$ cat src/rtl/alu_share_arbiter.sv
// Round-robin share of one combinational ALU between two valid/ready requesters,
// with a one-deep registered response slot per requester and a saturating conflict counter.
module alu_share_arbiter #(
    parameter int unsigned RR_INIT    = 0,
    parameter int unsigned CONF_CNT_W = 16
) (
    input  logic                  clk,
    input  logic                  reset,
    input  logic [1:0]            req_valid,
    output logic [1:0]            req_ready,
    input  logic [31:0]           req_a0,
    input  logic [31:0]           req_a1,
    input  logic [31:0]           req_b0,
    input  logic [31:0]           req_b1,
    input  logic [3:0]            req_ctrl0,
    input  logic [3:0]            req_ctrl1,
    output logic [1:0]            rsp_valid,
    input  logic [1:0]            rsp_ready,
    output logic [31:0]           rsp_result0,
    output logic [31:0]           rsp_result1,
    output logic [1:0]            rsp_zero,
    output logic [CONF_CNT_W-1:0] conflict_cnt
);

    localparam logic PrioInit = RR_INIT[0];

    logic                  prio_q, prio_d;
    logic [1:0]            rsp_valid_q, rsp_valid_d;
    logic [31:0]           rsp_result0_q, rsp_result0_d;
    logic [31:0]           rsp_result1_q, rsp_result1_d;
    logic [1:0]            rsp_zero_q, rsp_zero_d;
    logic [CONF_CNT_W-1:0] conflict_cnt_q, conflict_cnt_d;

    logic [1:0]  slot_free;
    logic [1:0]  eligible;
    logic [1:0]  grant;
    logic        sel;
    logic [31:0] alu_a, alu_b;
    logic [3:0]  alu_ctrl;
    logic [31:0] alu_result;
    logic        zero_flag;

    assign slot_free = ~rsp_valid_q | rsp_ready;
    assign eligible  = req_valid & slot_free;

    // No handshake may complete while reset is held.
    always_comb begin
        grant = 2'b00;
        if (!reset) begin
            if (eligible == 2'b11) begin
                grant = prio_q ? 2'b10 : 2'b01;
            end else begin
                grant = eligible;
            end
        end
    end

    assign req_ready = grant;

    // With no grant the ALU still sees the priority holder's operands; result is dropped.
    assign sel      = grant[1] | ((grant == 2'b00) & prio_q);
    assign alu_a    = sel ? req_a1 : req_a0;
    assign alu_b    = sel ? req_b1 : req_b0;
    assign alu_ctrl = sel ? req_ctrl1 : req_ctrl0;

    always_comb begin
        alu_result = 32'd0;
        unique case (alu_ctrl)
            4'b0000: alu_result = alu_a & alu_b;
            4'b0001: alu_result = alu_a | alu_b;
            4'b0010: alu_result = alu_a + alu_b;
            4'b0110: alu_result = alu_a - alu_b;
            4'b0111: alu_result = ($signed(alu_a) < $signed(alu_b)) ? 32'd1 : 32'd0;
            4'b1100: alu_result = ~(alu_a | alu_b);
            default: alu_result = 32'd0;
        endcase
    end

    assign zero_flag = (alu_result == 32'd0);

    always_comb begin
        prio_d         = prio_q;
        rsp_valid_d    = rsp_valid_q;
        rsp_result0_d  = rsp_result0_q;
        rsp_result1_d  = rsp_result1_q;
        rsp_zero_d     = rsp_zero_q;
        conflict_cnt_d = conflict_cnt_q;

        if (grant[0]) begin
            rsp_result0_d  = alu_result;
            rsp_zero_d[0]  = zero_flag;
            rsp_valid_d[0] = 1'b1;
        end else if (rsp_ready[0]) begin
            rsp_valid_d[0] = 1'b0;
        end

        if (grant[1]) begin
            rsp_result1_d  = alu_result;
            rsp_zero_d[1]  = zero_flag;
            rsp_valid_d[1] = 1'b1;
        end else if (rsp_ready[1]) begin
            rsp_valid_d[1] = 1'b0;
        end

        if (grant != 2'b00) begin
            prio_d = ~grant[1];
        end

        if ((eligible == 2'b11) && (conflict_cnt_q != {CONF_CNT_W{1'b1}})) begin
            conflict_cnt_d = conflict_cnt_q + CONF_CNT_W'(1);
        end
    end

    always_ff @(posedge clk) begin
        if (reset) begin
            prio_q         <= PrioInit;
            rsp_valid_q    <= 2'b00;
            rsp_result0_q  <= 32'd0;
            rsp_result1_q  <= 32'd0;
            rsp_zero_q     <= 2'b00;
            conflict_cnt_q <= '0;
        end else begin
            prio_q         <= prio_d;
            rsp_valid_q    <= rsp_valid_d;
            rsp_result0_q  <= rsp_result0_d;
            rsp_result1_q  <= rsp_result1_d;
            rsp_zero_q     <= rsp_zero_d;
            conflict_cnt_q <= conflict_cnt_d;
        end
    end

    assign rsp_valid    = rsp_valid_q;
    assign rsp_result0  = rsp_result0_q;
    assign rsp_result1  = rsp_result1_q;
    assign rsp_zero     = rsp_zero_q;
    assign conflict_cnt = conflict_cnt_q;

endmodule

$ cat config.mk
export PLATFORM = sky130hd
export DESIGN_NAME = alu_share_arbiter
export DESIGN_NICKNAME = d
export VERILOG_FILES = /design/src/rtl/alu_share_arbiter.sv
export SDC_FILE = /design/constraint.sdc
export NUM_CORES = 1
export LEC_CHECK = 0
export BUFFER_PORTS_ARGS = -buffer_cell sky130_fd_sc_hd__buf_2
export CAP_MARGIN = 10
export CORE_MARGIN = 4
export CORE_UTILIZATION = 30
export DETAILED_ROUTE_END_ITERATION = 7
export PLACE_DENSITY = 0.6
export SYNTH_ARGS = -nofsm -noshare
export SYNTH_HDL_FRONTEND = slang
export SYNTH_SLANG_ARGS = --single-unit
export TNS_END_PERCENT = 5
$ cat constraint.sdc
create_clock -name clk -period 6.4 [get_ports clk]
set_input_delay 0.96 -clock clk [delete_from_list [all_inputs] [get_ports clk]]
set_output_delay 0.96 -clock clk [all_outputs]
set_load 0.005 [all_outputs]
==> results.cfg, run 1 <==
[die]
rows = 65
dieArea_sq_um = 35300
ios = 228
die_height_microns = 188
start_util_pct = 30.6
core_sq_um = 31700
die_x_microns = 188

[cts]
clkLatencyLatePin_ps = 340
cts_resized = 0
cts-htree-levels = 3
numCtsBuffers = 9
cts_setup_buffers = 0
cts_max_path_buffers = 2
tritoncts = yes
cts_hold_buf = 0
clockRootBuffer = clkbuf_16
clkTransAtPathRegs_ps = 60
cts.sinks = 85

[yosys]
yosysMostFrequentCell = ha_1
yosys_register_bits = 85
synthCells = 1275
synth.distinct_cells = 86
synth.top_cells.by_count = ha_1, inv_1, nand2_1
synthTopCellsByArea = dfxtp_1, ha_1, mux2_2
avgSynthCellArea_sq_um = 7.62
synthesis.nets = 1522
synth_top_flop_cell = dfxtp_1
ys_seq_area_share_pct = 17.5
synthArstFlopShare_pct = 0
ys.warnings.count = 0
synth_top_area_share_pct = 17.5
syn_area_sq_um = 9720
synth_edf_count = 0
yosysTopAreaCell = dfxtp_1

[place]
routabilityCongestion = 0.968
io_buffers = 227
dp_slack_ps = 244
dp_hpwl_mm = 29.9
postPlaceCellArea_sq_um = 11200

[cells_and_area]
nets = 1711
drive_above_1_share_pct = 25.7
stdcell_area_sq_um = 11500
syn_to_final_growth_pct = 18.7

[grt]
grt_pass1_vias = 9925
grt_max_degree = 67
grt_overflow_total = 0
antenna_found_initial = 0
grt_pass1_wl_mm = 56.6
gr-usage-all-layers_pct = 19.7

[detailed_routing]
wire_per_inst_microns = 19.8
drc = 0
antenna_left = 0
first_pass_iters = 5
vias_per_cell = 5.59
vias = 10456
wl_mm = 37.0
drt_iter0_drc = 1023

[sta]
finalWorstSetupSlack_ps = 564
finalSetupTns_ps = 0
setup_viol = 0
fmax_mhz = 171
fin_crit_ps = 5840
maxSlewViolCount = 0
fin_skew_ps = 7.72
relSlewSlack_pct = 27.5
worst_slew_pin_slew_ps = 1080
finalHoldViolCount = 0
timing.final.crit_share_pct = 91.2
rsz0062_at_grt = no

[critical_path]
cp.arrival_ps = 6110
path_max_fanout = 16
crit_type = in -> reg
start_kind = input port
critPathRequiredTime_ps = 6680
crit_path_end_kind = flip-flop

[power_and_ir_drop]
power_density_nw_per_um2 = 236
p_leak_nw = 5.28
ir_worst_vdd_uv = 134

[flow_run]
drv_cap = 0

[hold_path]
hold_path_class = reg -> reg

[status]
status = finished, final reports clean
==> final timing paths <==
kind | slack, ps | endpoint | startpoint | cells after the start
worst max-delay path | 560 | rsp_zero[0] | rsp_ready[1] | 22
worst min-delay path | 450 | rsp_result0[17] | rsp_result0[17] | 2
worst max register to register | 990 | rsp_zero[0] | rsp_valid[1] | 21
worst min register to register | 450 | rsp_result0[17] | rsp_result0[17] | 2
==> metal layers <==
layer  vias to the layer above  routed length (microns)  GRT usage (%)  share of wire [%]
met2                       464                    15900           30.6                 43
met5                         -                        0              0                  0
met1                      4930                    17500           28.8                 47
met3                        32                     2890           3.05                7.8
li1                       5030                        -              -                  -
met4                         0                      600           4.38                1.6
==> critical path, cell delays in order <==
cell      delay (ps)
buf_2            100
nand2b_4         160
and3_1           250
o21ai_0          300
o21ai_4          260
mux2i_1          290
inv_1            100
ha_1             370
nand2b_1         220
a221oi_2         290
or4_1            150
nand2_1           90
o31a_1           350
o41ai_2          340
buf_4            270
and2_1           280
a31oi_1          120
a31oi_1          490
o2111a_1         280
nand4_1          110
nor3_2           170
a32o_1           140
==> cell type report <==
class | instances | area [sq um]
multi-input cells | 1005 | 7270
clock buffers | 10 | 239
diodes | 1 | 2.50
flip-flops and latches | 85 | 1700
clock inverters | 6 | 48.8
inverters | 104 | 390
well taps | 402 | 503
fillers | 3387 | 20200
repair buffers | 259 | 1380
==> cell usage in the layout (no fill, tap or decap), drive strengths merged, types with 8 or more instances in the layout <==
cell      n
o22ai    18
inv     103
a31oi    14
xor2     14
nor3     23
clkbuf   10
dfxtp    85
buf     259
o221a     8
a21oi    85
nor2     89
xnor2    30
nand2    95
o221ai   10
o21a     10
and3     11
o211ai   17
a211oi   14
o21ai    90
a31o      8
nand4    18
mux2     54
a21o     21
nand2b    8
o21bai   14
mux2i    29
nor4     12
a22oi    21
ha      103
nand3    89
==> flip-flops by register name, summed over array words and instances, names as in the netlist <==
name,flops
prio_q,1
conflict_cnt,16
rsp_valid,2
rsp_result1,32
rsp_zero,2
rsp_result0,32
==> power by group <==
group	switching (W)	internal [W]
clock	0.000217	0.000275
combinational	0.00102	0.000611
sequential	0.0000241	0.000573
total	0.00126	0.00146
==> metrics by stage <==
step	util (%)	hold slack (ps)	cells	power, W
2_1_floorplan	-	450	1275	0.00171
3_3_place_gp	35.4	439	1855	0.00220
3_5_place_dp	35.4	445	1855	0.00220
4_1_cts	36.3	455	1871	0.00270
5_1_grt	36.3	475	1871	0.00290
6_report	36.4	452	1872	0.00272
==> kinds of logic (layout without fill, tap and decap cells) <==
group | after synthesis | count (layout) | synth area share, %
adder cells (fa/ha/maj) | 105 | 105 | 13.7
buffers and inverters | 185 | 379 | 7.98
AO/OA/AOI/OAI | 395 | 395 | 28.6
AND/OR/NAND/NOR | 378 | 378 | 19.0
multiplexers | 83 | 83 | 9.25
flip-flops | 85 | 85 | 17.5
XOR/XNOR | 44 | 44 | 3.97
other | 0 | 1 | 0
Note: power is estimated with default switching activity, not from simulation.
==> run 2, diff against run 1 <==
- CTS_BUF_LIST: default -> sky130_fd_sc_hd__clkbuf_4 sky130_fd_sc_hd__clkbuf_8
- CTS_CLUSTER_SIZE: default -> 30
==> run 2 against run 1 <==
Worst setup slack better by 61 ps. Sequential power barely moved. Flip-flop and latch count is the same. Critical path type unchanged. Largest power group unchanged. Highest routed layer unchanged.
==> results.cfg, run 2 (same netlist as run 1, synthesis figures left out) <==
[sta]
fin_skew_ps = 10.2
fin_crit_ps = 5780
fmax_mhz = 173
finalHoldViolCount = 0
finalSetupTns_ps = 0
setup_viol = 0
relSlewSlack_pct = 25.3
timing.final.crit_share_pct = 90.2
maxSlewViolCount = 0
worst_slew_pin_slew_ps = 1120
finalWorstSetupSlack_ps = 625
rsz0062_at_grt = no

[place]
dp_slack_ps = 244
dp_hpwl_mm = 29.9
io_buffers = 227
routabilityCongestion = 0.968

[grt]
top_usage_layer = met2
grt_max_degree = 67
grt_overflow_total = 0
grt_util_met3_pct = 3.16
gr-usage-met2_pct = 30.6
antenna_found_initial = 0
grt_pass1_wl_mm = 56.6
gr-usage-all-layers_pct = 19.7
use_met1_pct = 28.8
grt_pass1_vias = 9907

[cts]
clkLatencyLatePin_ps = 360
tritoncts = yes
cts_resized = 0
numCtsBuffers = 9
clockRootBuffer = clkbuf_8
cts.sinks = 85
cts-htree-levels = 3
clkTransAtPathRegs_ps = 90
cts_setup_buffers = 0
cts_hold_buf = 0
cts_max_path_buffers = 2

[detailed_routing]
vias = 10451
antenna_left = 0
wire_per_inst_microns = 19.8
wl_mm = 37.0
drt_iter0_drc = 923
drc = 0
vias_per_cell = 5.59
first_pass_iters = 6

[cells_and_area]
n_antenna_cell = 0
drive_above_1_share_pct = 25.7
nets = 1711
multi_input_area_sq_um = 7270
syn_to_final_growth_pct = 17.6
final_common_cell = buf_2
final_util_pct = 36.0
mostFrequentLayoutCells = buf_2, ha_1, inv_1, nand2_1, nor2_1
fillers = 3400
seqCellArea_sq_um = 1700

[critical_path]
start_kind = input port
critPathRequiredTime_ps = 6710
cp.arrival_ps = 6080
path_max_fanout = 16
crit_type = in -> reg
crit_path_end_kind = flip-flop

[power_and_ir_drop]
p_total_w = 0.00258
ir_worst_vdd_uv = 95.6
power_density_nw_per_um2 = 226
p_leak_nw = 5.23

[die]
rows = 65
dieArea_sq_um = 35300
ios = 228
die_x_microns = 188
core_sq_um = 31700
start_util_pct = 30.6
die_height_microns = 188

[flow_run]
drv_cap = 0

[status]
status = finished, final reports clean

[hold_path]
hold_path_class = reg -> reg
run 2: per-layer routing:
metal / vias up / routed length (microns)
li1: 5022 / -
met1: 4928 / 17600
met2: 467 / 15900
met3: 34 / 2970
met4: 0 / 552
met5: - / 0
run 2: area by class of cell:
cell class / instances / share of cell area [%]
Multi-Input combinational cell: 1005 / 63.6
Sequential cell: 85 / 14.9
Tap cell: 402 / 4.40
Clock inverter: 6 / 0.427
Inverter: 104 / 3.42
Clock buffer: 10 / 1.20
Timing Repair Buffer: 259 / 12.0
run 2: power breakdown:
part,internal (W),total (W),switching [W]
clock network,0.000153,0.000355,0.000202
registers,0.000572,0.000597,0.0000242
logic,0.000611,0.00163,0.00102
run 2: stage by stage:
step	hold slack, ps	instances	cell area (sq um)
after detailed placement	445	1855	11200
final	458	1871	11400
after CTS	459	1871	11400
after global placement	439	1855	11200
after floorplan	450	1275	9720
after global routing	479	1871	11400
run 2: worst paths after layout:
kind / start / end / slack [ps] / cells after the start
min reg2reg: rsp_result0[17] / rsp_result0[17] / 460 / 2
max reg2reg: rsp_valid[1] / rsp_zero[0] / 1020 / 20
min: rsp_result0[17] / rsp_result0[17] / 460 / 2
max: rsp_ready[1] / rsp_zero[0] / 620 / 22
run 2: worst max-delay path, cell delays in order:
cell and delay (ps):
buf_2 100, nand2b_4 160, and3_1 250, o21ai_0 300, o21ai_4 260, mux2i_1 290, inv_1 100, ha_1 370
nand2b_1 230, a221oi_2 290, or4_1 150, nand2_1 90, o31a_1 350, o41ai_2 330, buf_4 260, and2_1 280
a31oi_1 120, a31oi_1 480, o2111a_1 280, nand4_1 110, nor3_2 160, a32o_1 140
